===== config.mk =====
export PLATFORM = sky130hd
export DESIGN_NAME = input_conditioner
export DESIGN_NICKNAME = d
export VERILOG_FILES = /design/src/rtl/input_conditioner.sv
export SDC_FILE = /design/constraint.sdc
export NUM_CORES = 1
export LEC_CHECK = 0
export ABC_CLOCK_PERIOD_IN_PS = 13800
export CAP_MARGIN = 20
export CORE_ASPECT_RATIO = 0.7
export CORE_MARGIN = 1
export CORE_UTILIZATION = 35
export CTS_CLUSTER_DIAMETER = 30
export DETAILED_ROUTE_END_ITERATION = 6
export SYNTH_ARGS = -nofsm -noshare
export SYNTH_HDL_FRONTEND = slang
export SYNTH_SLANG_ARGS = --single-unit

===== constraint.sdc =====
create_clock -name clk -period 13.8 [get_ports clk]
set_input_delay 2.76 -clock clk [delete_from_list [all_inputs] [get_ports clk]]
set_output_delay 2.76 -clock clk [all_outputs]
set_load 0.005 [all_outputs]

===== src/rtl/input_conditioner.sv =====
// Synchronizes and debounces asynchronous switch/key inputs, producing clean
// levels plus single-cycle rise/fall strobes and a combined change pulse.
module input_conditioner #(
  parameter int                 NBITS           = 10,
  parameter int                 DEBOUNCE_CYCLES = 500000,
  parameter logic [NBITS-1:0]   INV_MASK        = NBITS'(10'b11_0000_0000)
) (
  input  logic             clk,
  input  logic             reset,
  input  logic [NBITS-1:0] raw,
  output logic [NBITS-1:0] stable,
  output logic [NBITS-1:0] rise,
  output logic [NBITS-1:0] fall,
  output logic             changed
);

  localparam int             CW   = (DEBOUNCE_CYCLES > 1) ? $clog2(DEBOUNCE_CYCLES) : 1;
  localparam logic [CW-1:0]  TERM = CW'(DEBOUNCE_CYCLES - 1);

  logic [NBITS-1:0] w_x;
  logic [NBITS-1:0] w_accept;

  (* ASYNC_REG = "TRUE" *) logic [NBITS-1:0] r_s1;
  (* ASYNC_REG = "TRUE" *) logic [NBITS-1:0] r_s2;
  logic [NBITS-1:0] r_stable;
  logic [NBITS-1:0] r_rise;
  logic [NBITS-1:0] r_fall;
  logic             r_changed;
  logic [CW-1:0]    r_cnt [NBITS];

  assign w_x = raw ^ INV_MASK;

  // s1 feeds s2 directly: only s1 may go metastable.
  always_ff @(posedge clk or posedge reset) begin
    if (reset) begin
      r_s1 <= '0;
      r_s2 <= '0;
    end else begin
      // NOTE: non-blocking assignments make s1/s2 a true two-stage shift,
      // blocking ones would collapse them into a single flop.
      r_s1 <= w_x;
      r_s2 <= r_s1;
    end
  end

  // Each bit settles independently; its state is implied by s2 != stable.
  for (genvar i = 0; i < NBITS; i++) begin : g_bit
    assign w_accept[i] = (r_s2[i] != r_stable[i]) && (r_cnt[i] == TERM);

    always_ff @(posedge clk or posedge reset) begin
      if (reset) begin
        r_cnt[i] <= '0;
      end else if ((r_s2[i] == r_stable[i]) || w_accept[i]) begin
        r_cnt[i] <= '0;
      end else begin
        r_cnt[i] <= r_cnt[i] + CW'(1);
      end
    end
  end

  always_ff @(posedge clk or posedge reset) begin
    if (reset) begin
      r_stable  <= '0;
      r_rise    <= '0;
      r_fall    <= '0;
      r_changed <= 1'b0;
    end else begin
      r_stable  <= r_stable ^ w_accept;
      r_rise    <= w_accept &  r_s2;
      r_fall    <= w_accept & ~r_s2;
      r_changed <= |w_accept;
    end
  end

  assign stable  = r_stable;
  assign rise    = r_rise;
  assign fall    = r_fall;
  assign changed = r_changed;

endmodule


==> results_dict.tcl, run 1 <==
set metrics [dict create \
    status "complete, no violations" \
    critPathMaxFanout 6 \
    r2r-start "r_cnt[171]$_DFF_PP0_" \
    grt-ovfl-total 0 \
    die_area_sq_um 31700 \
    cp_data_arrival_time_ps 1520 \
    design_area_sq_um 13200 \
    critPathLaunchType "flop" \
    cts_made_buffers 41 \
    dr.pass1.iters 4 \
    initial_core_util 0.358 \
    clk_pin_slew_ps 50 \
    synthDistinctLibCells 41 \
    vdd_drop_max_mv 0.114 \
    setup_tns_ps 0 \
    path_buf_inv 1 \
    final_cell_mix "dfrtp_1 (241), nor2_1 (227), xor2_1 (97)" \
    grt_max_degree 92 \
    drc_errors 0 \
    hold_path.class "flop to flop" \
    cp_top_family "buffers and inverters" \
    insertion_delay_ps 530 \
    synth_seq_cells 241 \
    cts_tree "done" \
    cts_sinks 241 \
    track_usage 0.139 \
    top_level_ports 43 \
    ctsResizeCount 0 \
    rsz0062_at_grt "no" \
    synth_edf_count 0 \
    maxSlewViolCount 0 \
    cts_buffer_depth 3 \
    grt_pass1_wl_microns 35600 \
    routedWlPerCell_microns 13.3 \
    drive_gt1_frac 0.0857 \
    yosysWarnings 0 \
    slew_headroom 0.399 \
    fp.dieH_microns 149 \
    fp.dieW_microns 212 \
    setup_viol 0 \
    worst_path_largest_cell_delay_ps 540 \
    required_ps 11040 \
    power_mw 1.84 \
    setup.worst_path.end_class "primary output" \
    drv_cap 0 \
    finalClockSkew_ps 16.2 \
    via_per_inst 4.69 \
    syn_nets 1065 \
    synth-async-reset-ratio 1.00 \
    cts_setup_buffers 0 \
    cellPowerDensity_nw_per_um2 140 \
    synth-seq-area-share 0.557 \
    place_hpwl_microns 13300 \
    ctsHoldBuffers 0 \
    crit_type "flop to primary output" \
    numPortBuffers 42 \
    synthCells 1043 \
    post_dp_cell_area_sq_um 11700 \
    ant_nets 0 \
    gp_congestion 0.766 \
    finalWirelength_microns 20800 \
    p_leak_nw 5.65 \
    min_period_ps 4280 \
    post-route-period-util 0.310 \
    antenna_found_initial 0 \
    syn_area_sq_um 10800 \
    cts-root-buf "clkbuf_16" \
    finalHoldViolations 0 \
    grt_pass1_vias 7128 \
    avgSynthCellArea_sq_um 10.4 \
    crit_slowest_cell "clkdlybuf4s50_1" \
    nets 1133 \
    hold_start "r_s1[4]$_DFF_PP0_" \
    critical_path.cell_chain "clkdlybuf4s50_1" \
    core_sq_um 30200 \
    n_antenna_cell 0 \
    htreeDepth 2 \
    worst_pin_slew_ps 893 \
    drt-initial-drc-count 501 \
    synth-main-ff-cell "dfrtp_1" \
    num_rows 53 \
    syn2layout_area_growth_pct 21.8 \
    clock.fmax_mhz 234 \
    vias 7300 \
    final_common_cell "dfrtp_1" \
]
[stage by stage]
step / hold WS (ps) / setup slack, ps / cells / util
2_1_floorplan: 331 / 4420 / 1043 / -
3_3_place_gp: 333 / 8920 / 1479 / 0.387
3_5_place_dp: 335 / 8920 / 1479 / 0.387
4_1_cts: 349 / 9470 / 1554 / 0.436
5_1_grt: 351 / 9420 / 1555 / 0.436
6_report: 346 / 9520 / 1555 / 0.436
[report_power, final]
group | leakage (nW) | internal, mW | switching, mW
clock | 0.720 | 0.721 | 0.352
sequential | 3.30 | 0.718 | 0.00939
combinational | 1.64 | 0.0126 | 0.0289
total | 5.65 | 1.45 | 0.391
[layout make-up]
type                       count  area, sq um
fill                        2855        17000
inverter                      22         90.1
timing repair buffer          46          470
sequential                   241         6030
multi-input combinational    759         4620
clock inverter                24          322
tap                          412          515
clock buffer                  51         1150
[synthesized netlist by cell type, types with 12 or more instances]
library cell	n	share of area
nor4b_1	13	0.011
nor3b_1	13	0.0090
dfrtp_1	241	0.56
xnor2_1	83	0.067
inv_1	22	0.0076
xor2_1	97	0.078
nand3_1	76	0.035
nand2_1	63	0.022
clkbuf_1	17	0.0059
nor3_1	24	0.011
and3_1	34	0.020
nor4_1	12	0.0069
nor2_1	227	0.079
nand4_1	29	0.017
and4_1	21	0.017
[layer usage]
layer,global-route usage,vias to the layer above,share of wire
met5,0,-,0
met4,0.0536,0,0.023
met3,0.0366,39,0.048
met2,0.182,115,0.38
met1,0.213,3485,0.55
li1,-,3661,-
[sequential cells by signal (all words and copies together), names as in the netlist, named ones only]
| name | flops |
|---|---|
| changed | 1 |
| fall | 10 |
| r_cnt | 190 |
| r_s1 | 10 |
| r_s2 | 10 |
| rise | 10 |
[path summary, 6_finish.rpt]
check	to	slack (ps)	cells after the start
setup / recovery	stable[9]	9520	1
hold / removal	r_s2[4]$_DFF_PP0_	350	0
setup reg to reg	changed$_DFF_PP0_	11140	6
hold reg to reg	r_s2[4]$_DFF_PP0_	350	0
max in group asynchronous	r_cnt[130]$_DFF_PP0_	9720	3
min in group asynchronous	fall[1]$_DFF_PP0_	2740	2
[kinds of logic (layout without fill, tap and decap cells)]
logic type / Yosys count / in the layout / share of synthesized area
mux: 7 / 7 / 0.00762
xor+xnor: 180 / 180 / 0.146
fa+ha+maj: 10 / 10 / 0.0116
compound gates: 9 / 9 / 0.00577
buf+inv: 43 / 143 / 0.0165
simple gates: 553 / 553 / 0.256
flops: 241 / 241 / 0.557
No activity file was read; power rests on OpenSTA's default activity.
==> run 2: changes to the inputs <==
--- a/config.mk
+++ b/config.mk
@@ -5,7 +5,7 @@
 export SDC_FILE = /design/constraint.sdc
 export NUM_CORES = 1
 export LEC_CHECK = 0
-export ABC_CLOCK_PERIOD_IN_PS = 13800
+export ABC_CLOCK_PERIOD_IN_PS = 4480
 export CAP_MARGIN = 20
 export CORE_ASPECT_RATIO = 0.7
 export CORE_MARGIN = 1
==> constraint.sdc (replaced) <==
create_clock -name clk -period 4.48 [get_ports clk]
set_input_delay 0.896 -clock clk [delete_from_list [all_inputs] [get_ports clk]]
set_output_delay 0.896 -clock clk [all_outputs]
set_load 0.005 [all_outputs]
==> run 2 against run 1 <==
Effect of this change: clock-buffer cell count is 9 lower; non-clock buffer count decreased by 1; first-iteration DRC count shrank 6.0%; largest power group unchanged.
==> results_dict.tcl, run 2 (same netlist as run 1, synthesis figures left out) <==
set metrics [dict create \
    status "complete, no violations" \
    place_hpwl_microns 13000 \
    finalWirelength_microns 20700 \
    ctsHoldBuffers 0 \
    num_rows 53 \
    grt_pass1_wl_microns 36000 \
    routedWlPerCell_microns 13.3 \
    setup.worst_path.end_class "flop" \
    maxSlewViolCount 0 \
    drv_cap 0 \
    largest_register "r_cnt" \
    critPathLaunchType "flop" \
    drt-initial-drc-count 471 \
    crit_type "flop to flop" \
    dr.pass1.iters 5 \
    htreeDepth 2 \
    setup_viol 0 \
    grt-ovfl-total 0 \
    die_area_sq_um 31700 \
    hold_path.class "flop to flop" \
    syn2layout_area_growth_pct 21.2 \
    cellPowerDensity_nw_per_um2 425 \
    placed_cells 1479 \
    nets 1131 \
    setup_tns_ps 0 \
    n_antenna_cell 0 \
    finalHoldViolations 0 \
    drive_gt1_frac 0.0876 \
    min_period_ps 2490 \
    slew_headroom 0.374 \
    critical_path.cell_chain "ha_1 -> nand3_1 -> or4b_2 -> o21ai_2 -> nor2_1" \
    gp_congestion 0.786 \
    vias 7363 \
    vdd_drop_max_mv 0.336 \
    clk_pin_slew_ps 60 \
    track_usage 0.139 \
    grt_pass1_vias 7135 \
    worst_path_largest_cell_delay_ps 760 \
    clock.fmax_mhz 402 \
    worst_pin_slew_ps 939 \
    initial_core_util 0.358 \
    ant_nets 0 \
    critPathMaxFanout 19 \
    antenna_found_initial 0 \
    multi_input_area_sq_um 4620 \
    grt_max_degree 170 \
    largest_register_ffs 190 \
    cp_data_arrival_time_ps 2860 \
    cts_tree "done" \
    ctsResizeCount 0 \
    numPortBuffers 42 \
    post-route-period-util 0.556 \
    via_per_inst 4.74 \
    finalNonFillerCells 1553 \
    final_cell_mix "dfrtp_1 (241), nor2_1 (227), xor2_1 (97)" \
    cts-root-buf "clkbuf_16" \
    regArea_sq_um 6030 \
    cts_sinks 241 \
    insertion_delay_ps 530 \
    fp.dieW_microns 212 \
    cts_made_buffers 40 \
    drc_errors 0 \
    final_common_cell "dfrtp_1" \
    cts_buffer_depth 3 \
    required_ps 4850 \
    fp.dieH_microns 149 \
    crit_slowest_cell "or4b_2" \
    fill_cells 2906 \
    finalClockSkew_ps 9.44 \
    core_sq_um 30200 \
    top_level_ports 43 \
    rsz0062_at_grt "no" \
    p_leak_nw 5.61 \
    cts_setup_buffers 0 \
]
[run 2: cell count changes in the layout (fill, tap and decap cells not counted), sizes merged]
cell      before  now
buf            4    3
bufinv         7    4
clkbuf        51   42
clkinv        10    7
clkinvlp       3    5
inv           26   38
[run 2: power breakdown]
group | switching, mW | leakage, nW | internal, mW
combinational | 0.0881 | 1.62 | 0.0377
sequential | 0.0287 | 3.30 | 2.21
clock | 1.23 | 0.688 | 1.99
[run 2: path summary, 6_finish.rpt]
path / depth (start not counted) / slack, ps / end / startpoint
hold reg to reg: 0 / 350 / r_s2[7]$_DFF_PP0_ / r_s1[7]$_DFF_PP0_
min in group asynchronous: 3 / 970 / r_cnt[57]$_DFF_PP0_ / reset
setup / recovery: 5 / 1990 / r_cnt[185]$_DFF_PP0_ / r_cnt[171]$_DFF_PP0_
max in group asynchronous: 3 / 2760 / r_cnt[144]$_DFF_PP0_ / reset
hold / removal: 0 / 350 / r_s2[7]$_DFF_PP0_ / r_s1[7]$_DFF_PP0_
setup reg to reg: 5 / 1990 / r_cnt[185]$_DFF_PP0_ / r_cnt[171]$_DFF_PP0_
[run 2: stage by stage]
stage	power (mW)	hold WS (ps)	utilization	setup slack, ps	cell area (sq um)
after floorplan	2.36	331	-	422	10800
after global placement	2.40	333	0.387	2060	11700
after detailed placement	2.41	335	0.387	1950	11700
after CTS	5.67	348	0.434	1950	13100
after global routing	5.80	358	0.434	1730	13100
final	5.58	347	0.434	1990	13100
[run 2: area by class of cell]
| class | count | share of cell area |
|---|---|---|
| Clock buffer | 42 | 0.0792 |
| Inverter | 22 | 0.00657 |
| Tap cell | 412 | 0.0392 |
| Sequential cell | 241 | 0.459 |
| Timing Repair Buffer | 45 | 0.0347 |
| Multi-Input combinational cell | 759 | 0.352 |
| Clock inverter | 32 | 0.0292 |
[run 2: critical path, delay by kind of cell, from the launching register on]
kind            cells  cell delay (ps)
simple gates        3             1110
flops               1              380
compound gates      1              650
fa+ha+maj           1              200
[run 2: per-layer routing]
layer | wire, microns | part of all wire | track usage | vias up
li1 | - | - | - | 3666
met1 | 11100 | 0.54 | 0.215 | 3518
met2 | 7990 | 0.39 | 0.183 | 134
met3 | 1050 | 0.051 | 0.0381 | 45
met4 | 483 | 0.023 | 0.0464 | 0
met5 | 0 | 0 | 0 | -
==> patch, RTL diff (flow settings as in run 2) <==
Change the parameter `DEBOUNCE_CYCLES` from 500000 to 1000000.
--- a/src/rtl/input_conditioner.sv
+++ b/src/rtl/input_conditioner.sv
@@ -2,7 +2,7 @@
 // levels plus single-cycle rise/fall strobes and a combined change pulse.
 module input_conditioner #(
   parameter int                 NBITS           = 10,
-  parameter int                 DEBOUNCE_CYCLES = 500000,
+  parameter int                 DEBOUNCE_CYCLES = 1000000,
   parameter logic [NBITS-1:0]   INV_MASK        = NBITS'(10'b11_0000_0000)
 ) (
   input  logic             clk,
Behaviour: same outputs for any inputs over 10 cycles, from zero or initial values and one cycle with reset high; that may be too few to reach the edited logic, so the function may still have changed.
==> patch against run 2 <==
Synthesized area up 4.7%. Sequential cell count is 10 higher. Core utilization rose by 0.26 points. Clock skew up 0.011 ns. Total power grew 4.9%. Sequential share of layout area shrank 0.27 points. Final area is 4.8% higher. Combinational power is 3% higher. Maximum frequency rose by 0.70%. Count of clock-buffer cells in the layout increased by 10. Setup slack improved by 0.017 ns. Critical path depth shrank 4. Critical path type is now register to output port. Routed wire length grew 5.5%.
==> patch: results (changes against run 2) <==
metric,value,unit,change
M1 wire length,11.6,mm,+4.1%
Leak,5.93,nW,+5.7%
GRT Util Overall,13.8,%,-0.17 points
CTS buffer count,44,,+10%
Avg Inst Size Synth,10.4,µm²,+0.43%
DP Cell Count,1533,,+3.7%
post-detail-place hpwl,14.0,mm,+8.4%
register area share after synthesis,55.4,%,-0.27 points
GP Congestion,0.765,,-2.7%
"Distinct cells, synth",38,,-7.3%
RR Startpoint,r_cnt[100]$_DFF_PP0_,,
buffers inserted by post-CTS timing repair,0,,unchanged
WP data arrival,1.58,ns,-1.28 ns
hold wc startpoint,r_s1[1]$_DFF_PP0_,,
ranking of synthesized cells by area,"dfrtp_1 55%, xor2_1 7.7%, nor2_1 7.3%, xnor2_1 7.3%, nand3_1 3.6%",,
Max VDD drop,0.272,mV,-19%
met3 wire length,1.14,mm,+8.3%
CP max FO,5,,-14
vias in the first global route,7558,,+5.9%
"Largest stage delay, worst path",0.61,ns,-0.15 ns
Worst slew margin,38.9,%,+1.5 points
synth cell count leaders,"251 x dfrtp_1, 220 x nor2_1, 100 x xor2_1",,
status,finished clean,,
final WL,21.8,mm,+5.5%
Initial DRC Count,560,,+19%
Synth Net Count,1109,,+4.1%
Crit-path slowest cell,clkdlybuf4s50_1,,
WL met2,8.68,mm,+8.7%
Largest register FFs,200,,+5.3%
filler cell count,3042,,+4.7%
skew final,0.0206,ns,+0.0112 ns
first-pass GRT wire length,37.8,mm,+4.9%
largest net degree at the start of global routing,149,,-12%
Avg WL per Cell,13.5,µm,+1.5%
Setup CP Type,register to output port,,
total number of vias,7711,,+4.7%
post-synthesis cell area,11300,µm²,+4.7%
share of post-route cells with drive strength above 1,8.38,%,-0.39 points
later-pin clock latency in the skew report,0.54,ns,
==> patch: layer usage <==
layer / vias to the layer above / track usage, %
li1: 3849 / -
met1: 3674 / 21.3
met2: 148 / 18.3
met3: 40 / 3.67
met4: 0 / 4.26
met5: - / 0
==> patch: logic make-up after synthesis <==
kind of cell	Yosys count	synth area share [%]
simple gates	585	26.0
buf+inv	34	1.28
mux	9	0.927
compound gates	4	0.353
xor+xnor	194	15.0
flops	251	55.4
fa+ha+maj	10	1.10
==> patch: worst paths after layout <==
path | end | cells after the start | slack (ns)
min in group asynchronous | r_cnt[198]$_DFF_PP0_ | 3 | 0.86
max in group asynchronous | r_cnt[37]$_DFF_PP0_ | 3 | 2.86
worst max-delay path | stable[5] | 1 | 2.01
worst min-delay path | r_s2[1]$_DFF_PP0_ | 0 | 0.34
worst min register to register | r_s2[1]$_DFF_PP0_ | 0 | 0.34
worst max register to register | r_cnt[115]$_DFF_PP0_ | 6 | 2.18
==> patch: worst reg2reg max path: stages (launching register included) <==
cell and delay (ns):
dfrtp_1 0.38, ha_1 0.21, and3_1 0.20, nand3_1 0.12, or4_1 0.64, nand2_1 0.48, nor2_1 0.12
==> patch: power by group <==
part / leakage, nW / switching, mW / internal [mW]
Sequential: 3.44 / 0.0316 / 2.30
Clock: 0.734 / 1.19 / 2.20
Combinational: 1.76 / 0.0913 / 0.0387
==> patch: per-stage QoR <==
stage                     setup WS (ns)  instance area (µm²)
after floorplan                   0.282                11300
final                              2.01                13800
after global placement             2.22                12200
after global routing               1.94                13800
after CTS                          1.94                13800
after detailed placement           2.17                12200
==> patch: cell type report <==
class	count	area [µm²]	share of cell area, %
Sequential cell	251	6280	45.7
Inverter	15	60.1	0.437
Multi-Input combinational cell	802	4910	35.7
Tap cell	420	526	3.82
Timing Repair Buffer	45	455	3.31
Clock buffer	52	1180	8.59
Clock inverter	29	342	2.48
